<file path="config.mk">
export PLATFORM = sky130hd
export DESIGN_NAME = tap_bpm_ctrl
export DESIGN_NICKNAME = d
export VERILOG_FILES = /design/src/rtl/tap_bpm_ctrl.sv
export SDC_FILE = /design/constraint.sdc
export NUM_CORES = 1
export LEC_CHECK = 0
export CAP_MARGIN = 10
export CORE_MARGIN = 4
export CORE_UTILIZATION = 60
export DETAILED_ROUTE_END_ITERATION = 10
export GPL_ROUTABILITY_DRIVEN = 1
export PLACE_DENSITY = 0.9
export SLEW_MARGIN = 10
export SYNTH_ARGS = -nofsm -noshare
export SYNTH_HDL_FRONTEND = slang
export SYNTH_SLANG_ARGS = --single-unit
</file>
<file path="constraint.sdc">
create_clock -name clk_i -period 7.8 [get_ports clk_i]
set_clock_uncertainty 0.1 [all_clocks]
set_input_delay 1.56 -clock clk_i [delete_from_list [all_inputs] [get_ports clk_i]]
set_output_delay 1.56 -clock clk_i [all_outputs]
set_load 0.1 [all_outputs]
</file>
<file path="src/rtl/tap_bpm_ctrl.sv">
// Tap-tempo sequencer: filters period samples, averages recent taps and divides into a saturated BPM.
// Build option: define TAPTEMPO_AVG_EN for 4-deep averaging; otherwise only the latest period is used.
module tap_bpm_ctrl #(
  parameter int PULSE_PER_NS = 5120,
  parameter int PER_MAX      = 62_600,
  parameter int PER_MIN      = 23_437,
  parameter int PER_W        = 17,
  parameter int BPM_MAX      = 250,
  parameter int BPM_W        = 9
) (
  input  logic             clk_i,
  input  logic             rst_i,
  input  logic [PER_W-1:0] btn_per_i,
  input  logic             btn_per_valid_i,
  output logic [BPM_W-1:0] bpm_o,
  output logic             bpm_valid_o,
  output logic             busy_o
);

  localparam int NUM_W = 26;
  localparam int SUM_W = PER_W + 1;
  localparam longint unsigned DIVIDEND_L = 64'd60_000_000_000 / 64'(PULSE_PER_NS);
  localparam logic [NUM_W-1:0] DIVIDEND = NUM_W'(DIVIDEND_L);

`ifdef TAPTEMPO_AVG_EN
  localparam int DEPTH = 4;
`else
  localparam int DEPTH = 1;
`endif

  typedef enum logic [1:0] {IDLE, ACCUM, DIV, DONE} state_t;

  state_t           state, state_next;
  logic [PER_W-1:0] hist [DEPTH];
  logic [2:0]       n;
  logic [SUM_W-1:0] divisor;
  logic [SUM_W-1:0] rem;
  logic [NUM_W-1:0] quo;
  logic [4:0]       cnt;

  logic             strobe_timeout, strobe_accept;
  logic [SUM_W-1:0] sum_c;
  logic [NUM_W-1:0] num_c;
  logic [SUM_W:0]   shifted, trial;
  logic [NUM_W-1:0] quo_next;
  logic [SUM_W-1:0] rem_next;
  logic             last_bit;

  assign strobe_timeout = btn_per_valid_i && (btn_per_i >= PER_W'(PER_MAX));
  assign strobe_accept  = btn_per_valid_i && !strobe_timeout && (btn_per_i >= PER_W'(PER_MIN));
  assign last_bit       = (cnt == 5'(NUM_W - 1));
  assign busy_o         = (state != IDLE);

  always_ff @(posedge clk_i or posedge rst_i) begin
    if (rst_i) state <= IDLE;
    else       state <= state_next;
  end

  // NOTE: every combinational output gets a default first so no path leaves it unassigned (no latch).
  always_comb begin
    state_next = state;
    case (state)
      IDLE:    if (strobe_accept) state_next = ACCUM;
      ACCUM:   state_next = DIV;
      DIV:     if (last_bit) state_next = DONE;
      DONE:    state_next = IDLE;
      default: state_next = IDLE;
    endcase
  end

  // Only the n filled slots contribute; stale slots after a timeout are masked out.
  always_comb begin
    sum_c = '0;
    for (int i = 0; i < DEPTH; i++)
      if (3'(i) < n) sum_c = sum_c + SUM_W'(hist[i]);
  end

`ifdef TAPTEMPO_AVG_EN
  always_comb begin
    num_c = '0;
    if (n[0]) num_c = num_c + DIVIDEND;
    if (n[1]) num_c = num_c + (DIVIDEND << 1);
    if (n[2]) num_c = num_c + (DIVIDEND << 2);
  end
`else
  assign num_c = DIVIDEND;
`endif

  // Restoring step: the borrow bit of the trial subtraction decides the quotient bit.
  assign shifted  = {rem, quo[NUM_W-1]};
  assign trial    = shifted - {1'b0, divisor};
  assign quo_next = {quo[NUM_W-2:0], ~trial[SUM_W]};
  assign rem_next = trial[SUM_W] ? shifted[SUM_W-1:0] : trial[SUM_W-1:0];

  // NOTE: sequential state uses non-blocking assignments so every register samples pre-edge values.
  always_ff @(posedge clk_i or posedge rst_i) begin
    if (rst_i) begin
      // NOTE: the history array is reset explicitly because averaging must restart from empty.
      for (int i = 0; i < DEPTH; i++) hist[i] <= '0;
      n           <= '0;
      divisor     <= '0;
      rem         <= '0;
      quo         <= '0;
      cnt         <= '0;
      bpm_o       <= '0;
      bpm_valid_o <= 1'b0;
    end else begin
      bpm_valid_o <= 1'b0;
      case (state)
        IDLE: begin
          if (strobe_timeout) begin
            n <= '0;
          end else if (strobe_accept) begin
            for (int i = DEPTH - 1; i > 0; i--) hist[i] <= hist[i-1];
            hist[0] <= btn_per_i;
            if (n != 3'(DEPTH)) n <= n + 3'd1;
          end
        end
        ACCUM: begin
          divisor <= sum_c;
          rem     <= '0;
          quo     <= num_c;
          cnt     <= '0;
        end
        DIV: begin
          rem <= rem_next;
          quo <= quo_next;
          cnt <= cnt + 5'd1;
          if (last_bit) begin
            bpm_o       <= (quo_next > NUM_W'(BPM_MAX)) ? BPM_W'(BPM_MAX) : quo_next[BPM_W-1:0];
            bpm_valid_o <= 1'b1;
          end
        end
        default: ;
      endcase
    end
  end

endmodule

</file>
* Word level (Yosys, flattened, before mapping)
Cells that the tools add are included.
Storage, ports and cells: word-level logic and storage cells 52, bits in writable memories 0, ROM bits 0, latch bits 0, input port bits 20, output and inout bits 11, memories kept 0, flip-flop bits (word level) 99
Cells by class: add/sub/neg operators 3, reduce and logical (&&, ||, !) cells 13, shifts and indexed selects 0, eq/ne operators 7, $lt $le $gt $ge 4, div/mod/pow operators 0, multiplexer cells 14, bitwise logic cells 2, multiply operators 0
Operators by type and width (number):
- $pmux 26 s2 | 1
- $pmux 18 s2 | 1
- $gt 26x8->1 const B | 1
- $sub 19x18->19 | 1
- $mux 18 | 1
- $ge 17x15->1 const B | 1
- $ge 17x16->1 const B | 1
- $mux 17 | 1
- $pmux 5 s2 | 1
- $mux 3 | 3
- $mux 9 | 1
- $pmux 2 s4 | 1
- $reduce_bool 2->1 | 4
- $reduce_and 3->1 | 2
- $add 5x1->5 const B | 1
- $eq 5x5->1 const B | 1
- $eq 2x2->1 const B | 2
- $mux 2 | 2
- $ne 2x2->1 const B | 2
- $reduce_and 2->1 | 2
- $add 3x1->3 const B | 1
- $logic_and 1x1->1 | 3
- $lt 1x3->1 const A | 1
- $ne 3x1->1 const B | 1
- other kinds (5) | 7

* Depth between registers and ports, before layout
Gate-level depths: netlist of run 1.
depth after elaboration 7, depth in mapped cells 11, gate-level depth less buffers 10

* Worst setup path after synthesis of run 1
Ideal clock, no wire load.
path type in2reg, from in btn_per_i[3], to reg hist[0] (netlist name), stages 8, arrival time 3096 ps, required time 7572 ps, path slack 4477 ps, setup time 128 ps, path buffers 2, path through o41ai_1 -> a211o_1 -> nand2_1 -> a21oi_1 -> and2_1 -> buf_4 -> buf_4 -> mux2_1
Between the ends: longest elaborated chain between the ends 6, elaborated cells between the ends (all ways) 8, classes of those cells 2 x order compare; 1 x bitwise; 5 x reduce/logical
RTL lines:
- start: declaration | RTL line 13 | input logic [PER_W-1:0] btn_per_i,
- $ge 17x16->1 | RTL line 49 | assign strobe_timeout = btn_per_valid_i && (btn_per_i >= PER_W'(PER_MAX));
- $logic_and 1x1->1 | RTL line 49
- $logic_not 1->1 | RTL line 50 | assign strobe_accept = btn_per_valid_i && !strobe_timeout && (btn_per_i >= PER_W'(PER_MIN));
- $logic_and 1x1->1 (2 in a row) | RTL line 50
- $reduce_and 3->1 (no line) (*)
- end: declaration | RTL line 34 | logic [PER_W-1:0] hist [DEPTH];
Mark *: on every way between the ends. The rest lies on a longest branch, timed or not. A chain may end at the register's enable or synchronous reset.

* Worst setup path after layout of run 1
from reg state[0], to out busy_o
Between the ends: longest elaborated chain between the ends 1
RTL lines:
- start: declaration | RTL line 33 | state_t state, state_next;
- start signal: assignment | RTL line 56 | else state <= state_next;
- $reduce_bool 2->1 | RTL line 52 | assign busy_o = (state != IDLE);
- end: declaration | RTL line 17 | output logic busy_o
No other way between the ends.

==> reports/results.tsv, run 1 <==
metric	value	unit
startpoint types	flip-flop	
uppermost layer routed	met4	
Clock Latency Late Sink	0.37	ns
core region area	8300	um2
routed wire length	10.7	mm
ANT nets after route	0	
post-route minimum period	4.00	ns
slew at the pin with the worst max-slew slack	1.15	ns
share of cells above drive strength 1	0.0534	
HP Class	reg2reg	
CP Cell Sequence	inv_1 > ha_1 > inv_1 > clkdlybuf4s50_1	
chip width	101	um
Rel. slew slack	0.232	
Synth Flop Type	dfrtp_1	
# nets final	602	
Site Rows	33	
die height	101	um
Routed WL per cell	16.1	um
Root Driver	clkbuf_8	
slowest stage delay, CP	1.15	ns
max frequency	0.250	GHz
Post-Syn Area	5160	um2
RSZ-0062 raised after global routing	false	
setup TNS	0	ns
Placed Cells incl. Taps	651	
ys async rst share	1.00	
outcome	completed	
DIE AREA	10100	um2
drc violations	0	
PwrDens	373	nW/um2
FF/Latch Area	2450	um2
wire length on met1	4.72	mm
vias in the first global route	4037	
Leakage Power	2.48	nW
Clk pin slew, worst setup/hold paths	0.10	ns
ant diodes	0	
htree depth	3	
data arrival time of the worst path	2.34	ns
initial antenna violation count	0	
CTS buffer count	9	
I/O pins	31	
DRT Pass-1 Iters	5	
Max VDD drop	0.000292	V
wire length on met3	521	um
CTS tree	done	
post-synthesis cell count	540	
Max Cap Viol	0	
most used cell, CP	inv_1	
Initial Util	0.622	
Worst EP required	6.14	ns
HPWL Detailed	7.54	mm
Layout area overhead	10.4	%
DRT iter0 DRCs	290	
CP Max Fanout	5	
Vias/cell	6.13	
Final GP Congestion	0.936	
metal2 WL	5.33	mm
Layout Cells excl Fill	667	
period utilization	0.513	
max-slew violations	0	
GR Overflow Total	0	
syn avg cell area	9.56	um2
Post-synth EDFFs	0	
Crit. End Element	primary output	
first-pass GRT wire length	18.6	mm
number of buffers added for setup after CTS	0	
Setup violations, final	0	
WHS	0.386	ns
Hold Violations, Final	0	
Longest Clk Path Bufs	2	
GRT Resource Usage Total	0.228	
register bit total from synthesis	98	
sequential cell area fraction in the yosys report	0.475	
R2R Setup Slk	4.76	ns
Fill cells	598	
Multi-input gate area	2390	um2
TritonCTS sink count	98	
vias post-DR	4092	
slowest CP cell	clkdlybuf4s50_1	
YS warnings	0	
post-synth cell types	54	
largest net degree at the start of global routing	58	
Net Count, Synth	585	
Post-CTS Hold Buffers	0	
IO Port Bufs	30	
WS Path Type	reg2out	
post-cts resize count	0	
[power breakdown]
group / internal [mW] / total [mW] / switching [mW]
Clock: 0.152 / 0.337 / 0.185
Combinational: 0.393 / 1.06 / 0.672
Sequential: 0.641 / 0.725 / 0.0836
Total: 1.19 / 2.13 / 0.940
[area by class of cell]
type,instances,area share
Sequential cell,98,0.431
Multi-Input combinational cell,363,0.420
Timing Repair Buffer,33,0.0567
Inverter,52,0.0345
Tap cell,105,0.0231
Clock buffer,10,0.0224
Clock inverter,6,0.0127
[final timing paths]
| check | start | to | cells past startpoint |
|---|---|---|---|
| setup / recovery | state[0] | busy_o | 4 |
| hold / removal | hist[9] | divisor[9] | 2 |
| setup reg to reg | quo[25] | rem[12] | 11 |
| hold reg to reg | hist[9] | divisor[9] | 2 |
| max in group asynchronous | rst_i | rem[12] | 3 |
| min in group asynchronous | rst_i | rem[3] | 2 |
[logic make-up after synthesis]
logic type | Yosys count | share of synthesized area
xor gates and xnor gates | 16 | 0.0301
adders and majority gates | 25 | 0.0621
AOI/OAI and AO/OA | 146 | 0.182
DFF | 98 | 0.475
and+or+nand+nor | 157 | 0.149
muxes | 19 | 0.0407
buffers and inverters | 79 | 0.0611
[metrics by stage]
stage / power [mW] / worst slack [ns] / util / area, um2
2_1_floorplan: 1.56 / 3.58 / - / 5160
3_3_place_gp: 1.72 / 3.58 / 0.662 / 5500
3_5_place_dp: 1.78 / 3.46 / 0.662 / 5500
4_1_cts: 2.12 / 3.76 / 0.686 / 5700
5_1_grt: 2.29 / 3.66 / 0.686 / 5700
6_report: 2.13 / 3.80 / 0.686 / 5700
[placed cells by master, fill, tap and decap left out, drive strengths merged, types with 6 or more instances in the layout]
cell type      instances
dfrtp                 98
a21oi                 33
nand3                 23
nand2b                17
clkbuf                10
inv                   54
o311ai                 8
nor2                  17
xor2                   7
xnor2                  9
ha                    24
o22ai                 10
nor3                  10
o211ai                 6
nand2                 58
mux2                  16
clkdlybuf4s50         30
nor2b                  6
and2                   6
o21ai                 47
nand4                  6
[cell usage after synthesis (all sizes together) (2+ instances only)]
cell,n,share of area
and3,3,0.0036
and2,6,0.0073
o22a,5,0.0085
nor2b,6,0.0073
o22ai,10,0.012
mux2,16,0.035
nor4,5,0.0061
nand4,6,0.0073
a41oi,3,0.0065
xor2,7,0.012
a31oi,2,0.0024
ha,24,0.058
nor3,10,0.0097
o31a,2,0.0034
mux2i,3,0.0058
clkbuf,17,0.012
o2111ai,2,0.0034
nand2b,17,0.021
o21bai,2,0.0029
inv,52,0.038
and4,2,0.0034
a211oi,3,0.0044
xnor2,9,0.018
o211ai,6,0.0087
nor2,17,0.012
dfrtp,98,0.48
a21o,5,0.0073
a311o,4,0.0078
a211o,3,0.0051
a22o,3,0.0051
a21oi,33,0.032
nand3,23,0.023
o221ai,3,0.0051
nand2,58,0.042
o21ai,47,0.046
o311ai,8,0.014
buf,10,0.011
[routing by layer]
metal,track usage,vias up
met2,0.373,115
met3,0.0561,22
met1,0.301,2019
met5,0,-
met4,0.0694,0
li1,-,1936
[sequential cells by signal (all words and copies together), names as in the netlist]
name         cells
quo             26
rem             18
divisor         17
hist            17
bpm_o            9
cnt              5
n                3
state            2
bpm_valid_o      1
[worst max-delay path, delay by kind of cell, from the launching register on]
family	cells	cell delay [ns]
adder cells (fa/ha/maj)	1	0.24
buffers and inverters	3	1.34
flip-flops	1	0.38
Note: power is estimated with default switching activity, not from simulation.
==> run 2: changes to the inputs <==
clock period = 4.2 ns   (was 7.8 ns; I/O delays follow)
==> run 2 against run 1 <==
  * Worst hold slack improved by 0.0073 ns
  * Wire length grew 4.4%
  * Clock power increased by 73%
  * Register-to-register slack lost 3.5 ns
  * Critical path type is now in2reg
  * Highest routed layer unchanged
==> reports/results.tsv, run 2 (synthesis gave the netlist of run 1 again) <==
metric	value	unit	change
Worst EP required	4.36	ns	-1.78 ns
Layout area overhead	10.4	%	unchanged
ant diodes	0		unchanged
Root Driver	clkbuf_8		
commonest non-fill, non-tap cell in the layout	dfrtp_1		
vias in the first global route	4272		+5.8%
number of buffers added for setup after CTS	0		unchanged
share of cells above drive strength 1	0.0569		+0.00356
Site Rows	33		unchanged
CTS tree	done		
Crit. End Element	flip-flop		
die height	101	um	unchanged
wire length on met1	4.78	mm	+1.3%
HPWL Detailed	7.81	mm	+3.5%
GRT Resource Usage Total	0.239		+0.0107
routed wire length	11.2	mm	+4.4%
data arrival time of the worst path	3.41	ns	+1.07 ns
vias post-DR	4148		+1.4%
slew at the pin with the worst max-slew slack	1.12	ns	-0.0278 ns
Vias/cell	6.22		+1.4%
Longest Clk Path Bufs	2		unchanged
PwrDens	688	nW/um2	+84%
drc violations	0		unchanged
Post-CTS Hold Buffers	0		unchanged
startpoint types	input pin		
period utilization	0.774		
fin util	0.686		unchanged
post-cts resize count	0		unchanged
max-slew violations	0		unchanged
chip width	101	um	unchanged
max frequency	0.308	GHz	
wire length on met3	545	um	+4.6%
setup TNS	0	ns	unchanged
Top reg by flops	quo		
first-pass GRT wire length	19.6	mm	+5.2%
DRT iter0 DRCs	285		-1.7%
Largest regs	quo x26, rem x18		
metal2 WL	5.51	mm	+3.4%
Clk pin slew, worst setup/hold paths	0.10	ns	about the same
RSZ-0062 raised after global routing	false		
core region area	8300	um2	unchanged
Clock Latency Late Sink	0.37	ns	about the same
GR Overflow Total	0		unchanged
most frequent cells in the layout	dfrtp_1, nand2_1, inv_1		
Leakage Power	2.49	nW	+0.11%
ANT nets after route	0		unchanged
Setup violations, final	0		unchanged
outcome	completed		
IO Port Bufs	30		unchanged
TritonCTS sink count	98		unchanged
Final GP Congestion	0.987		+5.5%
HP Class	reg2reg		
Routed WL per cell	16.8	um	+4.4%
Initial Util	0.622		unchanged
Rel. slew slack	0.251		+0.0185
I/O pins	31		unchanged
CP Max Fanout	17		+12
Fill cells	600		+0.33%
initial antenna violation count	0		unchanged
DIE AREA	10100	um2	unchanged
CTS buffer count	9		unchanged
WS Path Type	in2reg		
Max Cap Viol	0		unchanged
post-route minimum period	3.25	ns	
largest net degree at the start of global routing	53		-8.6%
R2R Setup Slk	1.22	ns	-3.54 ns
htree depth	3		unchanged
max reg flops	26		unchanged
Max VDD drop	0.000369	V	+26%
Hold Violations, Final	0		unchanged
DRT Pass-1 Iters	5		unchanged
# nets final	602		unchanged
uppermost layer routed	met4		
[run 2: cell types whose count changed in the layout (fill, tap and decap cells not counted), sizes merged]
cell           before  now
clkbuf             10   11
inv                54   51
buf                 3    4
bufinv              1    0
clkinv              2    5
clkdlybuf4s50      30   29
[run 2: per-stage QoR]
stage | worst slack, ns | area, um2 | hold slack [ns] | cells | power (mW)
after floorplan | 0.698 | 5160 | 0.342 | 540 | 2.89
after global placement | 0.707 | 5510 | 0.368 | 651 | 3.20
after detailed placement | 0.578 | 5510 | 0.376 | 651 | 3.30
after CTS | 0.982 | 5700 | 0.392 | 667 | 3.89
after global routing | 0.814 | 5700 | 0.432 | 667 | 4.21
final | 0.948 | 5700 | 0.393 | 667 | 3.92
[run 2: worst paths after layout]
| kind | start | endpoint | depth (start not counted) |
|---|---|---|---|
| max | btn_per_i[3] | hist[14] | 7 |
| min | hist[0] | hist[0] | 1 |
| max reg2reg | divisor[0] | rem[12] | 10 |
| min reg2reg | hist[0] | hist[0] | 1 |
| max in group asynchronous | rst_i | divisor[13] | 3 |
| min in group asynchronous | rst_i | divisor[5] | 2 |
[run 2: routing by layer]
layer,global-route usage,vias up
met5,0,-
met4,0.119,0
met3,0.0512,37
met2,0.384,131
met1,0.305,2048
li1,-,1932
[run 2: power breakdown]
part	switching (mW)	internal (mW)
Clock	0.334	0.250
Sequential	0.160	1.19
Combinational	1.25	0.734
[run 2: layout make-up]
class,instances,area (um2),area share
clock inverters,5,38.8,0.00681
flip-flops and latches,98,2450,0.431
clock buffers,11,151,0.0266
multi-input cells,363,2390,0.420
inverters,52,196,0.0345
repair buffers,33,333,0.0584
well taps,105,131,0.0231
[run 2: critical path: stages]
cell and delay [ns]:
clkdlybuf4s50_1 0.46, o41ai_1 0.44, a211o_1 0.21, nand2_1 0.06, a21oi_1 0.28, and2_1 0.70, mux2_2 0.42
